--- config.mk ---
export PLATFORM = sky130hd
export DESIGN_NAME = life_generation_sequencer
export DESIGN_NICKNAME = d
export VERILOG_FILES = /design/src/rtl/life_pkg.sv /design/src/rtl/life_gen_timer.sv /design/src/rtl/life_generation_sequencer.sv
export SDC_FILE = /design/constraint.sdc
export NUM_CORES = 1
export LEC_CHECK = 0
export ABC_AREA = 1
export ABC_CLOCK_PERIOD_IN_PS = 7700
export CORE_MARGIN = 2
export CORE_UTILIZATION = 49
export DETAILED_ROUTE_END_ITERATION = 8
export PLACE_DENSITY_LB_ADDON = 0.08
export SETUP_SLACK_MARGIN = 0.5
export SYNTH_ARGS = -nofsm -noshare
export SYNTH_HDL_FRONTEND = slang
export SYNTH_SLANG_ARGS = --single-unit
--- constraint.sdc ---
create_clock -name clk -period 7.7 [get_ports clk]
set_input_delay 1.54 -clock clk [delete_from_list [all_inputs] [get_ports clk]]
set_output_delay 1.54 -clock clk [all_outputs]
set_load 0.1 [all_outputs]
--- src/rtl/life_pkg.sv ---
// rtl/life_pkg.sv - shared constants, types and index helpers for the life generation sequencer
// Purpose: board geometry, colour codes, sequencer state type and padded-board index mapping.
// Ports: none (package).
package life_pkg;

    localparam int GRID_W  = 10;
    localparam int VIS_W   = 8;
    localparam int CELLS   = 64;
    localparam int BOARD_W = GRID_W * GRID_W;

    localparam logic [7:0] COLOR_ALIVE = 8'h4F;
    localparam logic [7:0] COLOR_DEAD  = 8'h11;

    typedef enum logic [1:0] {
        IDLE   = 2'd0,
        SWEEP  = 2'd1,
        COMMIT = 2'd2
    } seq_state_t;

    // Visible cell (r,c) = idx[5:3], idx[2:0] sits one row and one column in from the border.
    function automatic logic [6:0] pad_index(input logic [5:0] idx);
        return 7'd11 + 7'd10 * {4'd0, idx[5:3]} + {4'd0, idx[2:0]};
    endfunction

    // Expand a 64-bit visible board into the zero-bordered 10x10 vector.
    function automatic logic [BOARD_W-1:0] pad_board(input logic [CELLS-1:0] cells);
        logic [BOARD_W-1:0] b;
        b = '0;
        for (int i = 0; i < CELLS; i++) begin
            b[pad_index(6'(i))] = cells[i];
        end
        return b;
    endfunction

endpackage

--- src/rtl/life_gen_timer.sv ---
// rtl/life_gen_timer.sv - idle-period counter that paces free-running generations
// Purpose: counts enabled cycles and pulses expire_o on the cycle the count reaches GEN_PERIOD-1.
// Ports: clk, rst (async active-high), en_i (count enable), clear_i (synchronous clear, wins over
//        en_i), expire_o (combinational pulse while enabled at the terminal count).
module life_gen_timer #(
    parameter int GEN_PERIOD = 12_000_000
) (
    input  logic clk,
    input  logic rst,
    input  logic en_i,
    input  logic clear_i,
    output logic expire_o
);

    localparam int W = (GEN_PERIOD > 2) ? $clog2(GEN_PERIOD) : 1;
    localparam logic [W-1:0] LAST = W'(GEN_PERIOD - 1);

    logic [W-1:0] cnt_q;
    logic [W-1:0] cnt_d;

    always_comb begin
        cnt_d = cnt_q;
        if (clear_i) begin
            cnt_d = '0;
        end else if (en_i) begin
            cnt_d = (cnt_q == LAST) ? '0 : cnt_q + W'(1);
        end
    end

    always_ff @(posedge clk or posedge rst) begin
        if (rst) begin
            cnt_q <= '0;
        end else begin
            cnt_q <= cnt_d;
        end
    end

    assign expire_o = en_i && (cnt_q == LAST);

endmodule

--- src/rtl/life_generation_sequencer.sv ---
// rtl/life_generation_sequencer.sv - sweeps an 8x8 Game-of-Life board through an external cell calculator
// Purpose: per generation, visits all 64 cells, streams each cell colour to the LED driver, collects
//          the next state in a shadow board and commits it in one cycle. Handles seeding, run/pause,
//          single-step and generation counting.
// Ports: clk, rst (async active-high); run, step, seed_valid/seed_data/seed_ready (control and seeding);
//        calc_pixel, calc_load_sreg, calc_current_state, calc_next_state, calc_pixel_val (calculator);
//        pix_valid, pix_ready, pix_idx, pix_color (LED stream); frame_done, gen_count (status).
module life_generation_sequencer
    import life_pkg::*;
#(
    parameter int GEN_PERIOD = 12_000_000,
    parameter int GEN_CNT_W  = 16
) (
    input  logic                  clk,
    input  logic                  rst,
    input  logic                  run,
    input  logic                  step,
    input  logic                  seed_valid,
    input  logic [63:0]           seed_data,
    output logic                  seed_ready,
    output logic [5:0]            calc_pixel,
    output logic                  calc_load_sreg,
    output logic [99:0]           calc_current_state,
    input  logic [99:0]           calc_next_state,
    input  logic [7:0]            calc_pixel_val,
    output logic                  pix_valid,
    input  logic                  pix_ready,
    output logic [5:0]            pix_idx,
    output logic [7:0]            pix_color,
    output logic                  frame_done,
    output logic [GEN_CNT_W-1:0]  gen_count
);

    localparam logic [BOARD_W-1:0] INTERIOR_MASK = pad_board({CELLS{1'b1}});

    seq_state_t            state_q, state_d;
    logic [5:0]            idx_q, idx_d;
    logic                  settled_q, settled_d;
    logic [BOARD_W-1:0]    board_q, board_d;
    logic [BOARD_W-1:0]    shadow_q, shadow_d;
    logic [GEN_CNT_W-1:0]  gen_q, gen_d;
    logic                  pix_valid_q, pix_valid_d;
    logic [5:0]            pix_idx_q, pix_idx_d;
    logic [7:0]            pix_color_q, pix_color_d;

    logic                  timer_en;
    logic                  timer_clear;
    logic                  timer_expire;
    logic [6:0]            cur_pad;

    assign timer_en = run && (state_q == IDLE);
    assign cur_pad  = pad_index(idx_q);

    life_gen_timer #(
        .GEN_PERIOD (GEN_PERIOD)
    ) u_timer (
        .clk      (clk),
        .rst      (rst),
        .en_i     (timer_en),
        .clear_i  (timer_clear),
        .expire_o (timer_expire)
    );

    always_comb begin
        state_d     = state_q;
        idx_d       = idx_q;
        settled_d   = settled_q;
        board_d     = board_q;
        shadow_d    = shadow_q;
        gen_d       = gen_q;
        pix_valid_d = pix_valid_q;
        pix_idx_d   = pix_idx_q;
        pix_color_d = pix_color_q;
        timer_clear = 1'b0;

        case (state_q)
            IDLE: begin
                // Seeding wins over a step or timer expiry arriving in the same cycle.
                if (seed_valid) begin
                    board_d     = pad_board(seed_data);
                    timer_clear = 1'b1;
                end else if (step || timer_expire) begin
                    state_d     = SWEEP;
                    idx_d       = '0;
                    settled_d   = 1'b0;
                    shadow_d    = '0;
                    timer_clear = 1'b1;
                end
            end

            SWEEP: begin
                if (pix_valid_q && pix_ready) begin
                    shadow_d[cur_pad] = calc_next_state[cur_pad];
                    pix_valid_d       = 1'b0;
                    settled_d         = 1'b0;
                    if (idx_q == 6'd63) begin
                        state_d = COMMIT;
                        idx_d   = '0;
                    end else begin
                        idx_d = idx_q + 6'd1;
                    end
                end else if (settled_q && !pix_valid_q) begin
                    // Calculator output now reflects idx_q; capture it into the stream registers.
                    pix_valid_d = 1'b1;
                    pix_idx_d   = idx_q;
                    pix_color_d = calc_pixel_val;
                end else if (!settled_q) begin
                    // Calculator latches calc_pixel on this edge; its colour is usable next cycle.
                    settled_d = 1'b1;
                end
            end

            COMMIT: begin
                board_d = shadow_q & INTERIOR_MASK;
                gen_d   = gen_q + GEN_CNT_W'(1);
                state_d = IDLE;
            end

            default: begin
                state_d = IDLE;
            end
        endcase
    end

    always_ff @(posedge clk or posedge rst) begin
        if (rst) begin
            state_q     <= IDLE;
            idx_q       <= '0;
            settled_q   <= 1'b0;
            board_q     <= '0;
            shadow_q    <= '0;
            gen_q       <= '0;
            pix_valid_q <= 1'b0;
            pix_idx_q   <= '0;
            pix_color_q <= '0;
        end else begin
            state_q     <= state_d;
            idx_q       <= idx_d;
            settled_q   <= settled_d;
            board_q     <= board_d;
            shadow_q    <= shadow_d;
            gen_q       <= gen_d;
            pix_valid_q <= pix_valid_d;
            pix_idx_q   <= pix_idx_d;
            pix_color_q <= pix_color_d;
        end
    end

    assign seed_ready         = (state_q == IDLE);
    assign calc_pixel         = (state_q == SWEEP) ? idx_q : 6'd0;
    assign calc_load_sreg     = (state_q != SWEEP);
    assign calc_current_state = board_q;
    assign pix_valid          = pix_valid_q;
    assign pix_idx            = pix_idx_q;
    assign pix_color          = pix_color_q;
    assign frame_done         = (state_q == COMMIT);
    assign gen_count          = gen_q;

endmodule

==> results of run 1 <==
-- routing by layer --
layer | track usage, % | part of all wire (%) | vias up
li1 | - | - | 5544
met1 | 35.1 | 43 | 5302
met2 | 45.2 | 48 | 381
met3 | 5.07 | 6.8 | 43
met4 | 6.64 | 1.7 | 0
met5 | 0 | 0 | -
-- where the power goes --
| group | internal [mW] | switching [mW] | total [mW] |
|---|---|---|---|
| sequential | 1.31 | 0.191 | 1.50 |
| clock | 0.468 | 0.443 | 0.910 |
| combinational | 1.06 | 3.44 | 4.51 |
-- final timing paths --
path | from | to | slack (ns) | cells past startpoint
setup / recovery | state_q[0]$_DFFE_PP0P_ | frame_done | 3.32 | 3
hold / removal | pix_color[3]$_DFFE_PP0P_ | pix_color[3]$_DFFE_PP0P_ | 0.47 | 2
setup reg to reg | idx_q[3]$_DFFE_PP0P_ | shadow_q[38]$_DFFE_PP0P_ | 3.46 | 19
hold reg to reg | pix_color[3]$_DFFE_PP0P_ | pix_color[3]$_DFFE_PP0P_ | 0.47 | 2
max in group asynchronous | rst | calc_current_state[37]$_DFFE_PP0P_ | 4.68 | 3
min in group asynchronous | rst | calc_current_state[52]$_DFFE_PP0P_ | 1.66 | 2
-- critical path: cells and delay by family, from the launching register on --
kind / cells / cell delay [ns]
buffers and inverters: 2 / 1.85
flip-flops: 1 / 0.42
AND/OR/NAND/NOR: 1 / 0.11
-- kinds of logic after synthesis --
kind of cell	Yosys count	share of synthesized area, %
AND/OR/NAND/NOR	974	35.4
other	1	0.0327
XOR/XNOR	23	1.82
adder cells (fa/ha/maj)	13	1.48
flip-flops	192	41.9
AO/OA/AOI/OAI	152	8.31
buffers and inverters	272	11.0
-- state kept, by name, summed over array words and instances (netlist names) --
name,flops
pix_valid,1
settled_q,1
state_q,2
pix_idx,6
shadow_q,64
calc_current_state,64
u_timer.cnt_q,24
pix_color,8
idx_q,6
gen_count,16
-- area by class of cell --
cell class	instances	area share [%]
inverters	155	3.98
clock buffers	18	2.90
repair buffers	290	19.4
multi-input cells	1198	37.5
well taps	313	2.64
clock inverters	14	1.11
flip-flops and latches	192	32.4
-- cell usage in the layout, fill, tap and decap left out, types with 4 or more instances in the layout --
cell type          n
o21a_1            64
nand2_1          596
nor3_1            17
dfrtp_1          192
nor2_2             6
a31oi_1            5
inv_8              6
nor2_1            98
inv_2              4
clkdlybuf4s50_1  281
a21oi_1           15
o21ai_1            6
nand3b_1           5
buf_4              9
o21ai_0           53
conb_1            36
xnor2_1            5
ha_1              12
nand3_1          226
clkbuf_16         17
xor2_1            17
inv_6              6
inv_1            150
nand4_1           15
-- through the flow --
stage          cells  utilization, %  cell area (µm²)  setup slack (ns)
2_1_floorplan   1662               -            11600             0.933
3_3_place_gp    2148            62.4            14200              3.68
3_5_place_dp    2148            62.4            14200              3.57
4_1_cts         2180            65.0            14800              3.28
5_1_grt         2180            65.0            14800              3.17
6_report        2180            65.0            14800              3.32
==> qor.yml, run 1 <==
fill_cells: 2056
ys_seq_elements: 192
yosysWarnings: 0
gp_congestion: 0.846
mappedNetlistArea_um2: 11500
holdWs_ns: 0.475
end_kind: "primary output"
min_period_ns: 4.38
io_pins: 318
power.density_nw_per_um2: 467
clkLatencyLatePin_ns: 0.44
status: "complete, no violations"
drt-wirelength-per-cell_um: 14.9
clockRootBuffer: "clkbuf_16"
grt_pass1_wl_um: 52800
final_nets: 2045
cts_tree: "yes"
post_cts_buffers: 0
synth-edff-count: 0
cp_max_fo: 72
finalHoldViolations: 0
n_antenna_cell: 0
drv_cap: 0
hold_path_class: "reg2reg"
drc: 0
clk_pin_slew_worst_paths_ns: 0.07
crit_required_ns: 6.16
num_vias: 11300
crit_type: "reg2out"
grt_pass1_vias: 10600
period_share_pct: 56.9
first_pass_iters: 6
hold_buffers: 0
fmax_mhz: 228
start_util_pct: 50.4
worstPathArrival_ns: 2.84
fp-row-count: 55
ys_types: 38
relSlewSlack_pct: 23.1
drt_wl_total_um: 32600
cts_max_path_buffers: 2
die-area_um2: 24600
areaGrowthSynthToFinish_pct: 29.1
crit_path_max_incr_delay_ns: 1.27
slowest_stage: "clkdlybuf4s50_1"
die_w_um: 157
synth_cells: 1627
clock_sinks: 192
crit_chain: "nor2_4 > buf_4 > clkdlybuf4s50_1"
post-synth-top-count-cell: "nand2_1"
peakVddDrop_mv: 0.528
drt_iter0_markers: 767
antenna_found_initial: 0
grt_max_degree: 130
p_leak_nw: 7.44
ys.flop_type: "dfrtp_1"
rsz0062_at_grt: "no"
synth_seq_area_share_pct: 41.9
fin_worst_skew_ns: 0.0145
portBuffers: 281
setup_tns_ns: 0
synth-async-reset-ratio_pct: 100
tightest_slew_ns: 1.15
cp-start-kind: "register"
seq_area_um2: 4800
via_per_inst: 5.17
numCtsBuffers: 17
core_region_area_um2: 22800
ys_top_cells_by_count: "598 x nand2_1, 226 x nand3_1, 192 x dfrtp_1"
cts_resized: 0
setup-violations-final: 0
place.detailed.hpwl_um: 22600
drive_gt1_share_pct: 3.32
total_power_mw: 6.92
multi_input_area_um2: 5550
antenna_left: 0
report.final.slew_viol_count: 0
die_h_um: 157
gr-total-overflow: 0
postSynthAreaPerCell_um2: 7.05
synth_top_cell_by_area: "dfrtp_1"
cts_htree_levels: 4
synth_top_area_share_pct: 41.9
track_usage_pct: 26.6
synth_area_leaders: "dfrtp_1 42%, nand2_1 20%, nand3_1 9.9%, inv_1 5.0%, o21a_1 4.2%"
Power figures use the tool's default switching activity.
==> run 2: changes to the inputs <==
ABC_CLOCK_PERIOD_IN_PS = 4050   (was 7700)
clock period = 4.05 ns   (was 7.7 ns; I/O delays follow)
==> qor.yml, run 2 (synthesis results as in run 1) <==
crit_cells: 16  # was 3
track_usage_pct: 27.0  # was 26.6%
crit_chain: "inv_1 > ha_1 > inv_1 > ha_2 > fa_2 > nor2_2 > buf_4 > nand2_1 > inv_1 > a22o_1 > o21ai_1 > nand2_1 > nand2_4 > nand2_8 > nand3_1 > nand2_1"  # was nor2_4 > buf_4 > clkdlybuf4s50_1
intPower_mw: 5.98  # was 2.84 mW
start_util_pct: 50.4  # unchanged
gp_congestion: 0.901  # was 0.846
drt_wl_total_um: 34000  # was 32,600 µm
reg2regPathDepth: 16  # was 19
holdWs_ns: 0.474  # was 0.475 ns
fin_cells: 2209  # was 2,180
core_region_area_um2: 22800  # unchanged
clkLatencyLatePin_ns: 0.43  # was 0.44 ns
cp_max_fo: 32  # was 72
setup-violations-final: 0  # unchanged
drt-wirelength-per-cell_um: 15.4  # was 14.9 µm
p_leak_nw: 7.62  # was 7.44 nW
io_pins: 318  # unchanged
drive_gt1_share_pct: 5.70  # was 3.32%
finalInstanceArea_um2: 15200  # was 14,800 µm²
critPathCapture: "shadow_q[61]$_DFFE_PP0P_"  # was frame_done
fmax_mhz: 300
num_vias: 11400  # was 11,300
peakVddDrop_mv: 0.610  # was 0.528 mV
tightest_slew_ns: 1.13  # was 1.15 ns
relSlewSlack_pct: 24.7  # was 23.1%
path_buf_inv: 4  # was 2
via_per_inst: 5.17  # about the same
dpl-instance-area_um2: 14400  # was 14,200 µm²
cp-start-kind: "register"  # unchanged
total_power_mw: 14.1  # was 6.92 mW
clockRootBuffer: "clkbuf_16"  # unchanged
portBuffers: 281  # unchanged
crit_path_max_incr_delay_ns: 0.65  # was 1.27 ns
layout_commonest_cell: "nand2_1"  # unchanged
worstPathArrival_ns: 3.66  # was 2.84 ns
setup_tns_ns: 0  # unchanged
period_share_pct: 82.4
hold_path_class: "reg2reg"  # unchanged
comb_power_share_pct: 67.8  # was 65.1%
crit_start: "idx_q[3]$_DFFE_PP0P_"  # was state_q[0]$_DFFE_PP0P_
cts_htree_levels: 4  # unchanged
placed_cells: 2165  # was 2,148
fin_worst_skew_ns: 0.0123  # was 0.0145 ns
first_pass_iters: 5  # was 6
antenna_left: 0  # unchanged
finalHoldViolations: 0  # unchanged
numCtsBuffers: 17  # unchanged
crit_required_ns: 4.37  # was 6.16 ns
fp-row-count: 55  # unchanged
drt_iter0_markers: 711  # was 767
drv_cap: 0  # unchanged
die_w_um: 157  # unchanged
reg2reg_from: "idx_q[3]$_DFFE_PP0P_"  # unchanged
rsz0062_at_grt: "no"  # unchanged
crit_type: "reg2reg"  # was reg2out
die-area_um2: 24600  # unchanged
status: "complete, no violations"  # unchanged
mostFrequentLayoutCells: "593 x nand2_1, 273 x clkdlybuf4s50_1, 226 x nand3_1"  # was 596 x nand2_1, 281 x clkdlybuf4s50_1, 226 x nand3_1
place.detailed.hpwl_um: 23300  # was 22,600 µm
gr-total-overflow: 0  # unchanged
slowest_stage: "fa_2"  # was clkdlybuf4s50_1
min_period_ns: 3.34
sw_frac_of_total_pct: 57.7  # was 58.9%
drc: 0  # unchanged
antenna_found_initial: 0  # unchanged
report.final.slew_viol_count: 0  # unchanged
clk_pin_slew_worst_paths_ns: 0.07  # about the same
grt_pass1_vias: 10900  # was 10,600
areaGrowthSynthToFinish_pct: 32.4  # was 29.1%
end_kind: "register"  # was primary output
cts_max_path_buffers: 2  # unchanged
n_antenna_cell: 0  # unchanged
grt_max_degree: 74  # was 130
grt_pass1_wl_um: 53700  # was 52,800 µm
die_h_um: 157  # unchanged
cts_tree: "yes"  # unchanged
critical_path.top_delay_family: "adder cells"  # was buffers and inverters
sequentialPowerShare_pct: 20.3  # was 21.7%
switchingPower_mw: 8.14  # was 4.08 mW
reg2reg_slack_ns: 0.71  # was 3.46 ns
final_nets: 2075  # was 2,045
clock_sinks: 192  # unchanged
rr_endpoint: "shadow_q[61]$_DFFE_PP0P_"  # was shadow_q[38]$_DFFE_PP0P_
p_clk_share_pct: 11.9  # was 13.2%
power.density_nw_per_um2: 930  # was 467 nW/µm²
==> run 2: cell types whose count changed in the layout (fill, tap and decap cells not counted), sizes merged <==
cell	change
clkinv	+2
nand2	+2
inv	-6
buf	+34
clkinvlp	+3
clkdlybuf4s50	-8
clkbuf	+2
==> run 2: how the worst min path moves through the flow <==
stage	from	end	cells after the start
2_1_floorplan	shadow_q[11]$_DFFE_PP0P_	shadow_q[11]$_DFFE_PP0P_	2
3_3_place_gp	pix_color[3]$_DFFE_PP0P_	pix_color[3]$_DFFE_PP0P_	2
3_5_place_dp	pix_color[7]$_DFFE_PP0P_	pix_color[7]$_DFFE_PP0P_	2
4_1_cts	gen_count[15]$_DFFE_PP0P_	gen_count[15]$_DFFE_PP0P_	1
5_1_grt	gen_count[15]$_DFFE_PP0P_	gen_count[15]$_DFFE_PP0P_	1
6_report	gen_count[15]$_DFFE_PP0P_	gen_count[15]$_DFFE_PP0P_	1
==> run 2: layout make-up <==
type | instances | area (µm²)
inverter | 155 | 589
clock inverter | 13 | 149
clock buffer | 18 | 429
multi-input combinational | 1200 | 5640
sequential | 192 | 4800
tap | 313 | 392
timing repair buffer | 318 | 3190
fill | 2017 | 7590
==> run 2: metrics by stage <==
stage / setup slack, ns / util [%]
after floorplan: 0.614 / -
after CTS: 0.539 / 65.8
final: 0.713 / 66.7
after global placement: 0.354 / 63.1
after global routing: 0.483 / 66.7
after detailed placement: 0.285 / 63.1
==> run 2: power by group through the flow <==
stage	Clock [mW]	Sequential, mW	Combinational [mW]
floorplan	0	5.55	3.82
detailed placement	0	2.88	8.73
finish	1.68	2.86	9.58
global placement	0	2.88	8.64
global route	1.78	2.94	10.2
CTS	1.71	2.86	8.85
==> run 2: what timing repair did <==
item / CTS / global route
endpoints found under the hold margin: 0 / 0
gates resized for setup: 6 / 14
hold buffers: 0 / 0
pin swaps: 0 / 5
buffers inserted: 0 / 8
gates cloned: 0 / 5
endpoints found under the setup margin: 64 / 64
==> run 2: routing by layer <==
metal / GRT usage, % / wire [µm] / vias up
li1: - / - / 5598
met1: 35.8 / 14700 / 5308
met2: 45.2 / 16200 / 467
met3: 5.12 / 2510 / 47
met4: 7.65 / 661 / 0
met5: 0 / 0 / -
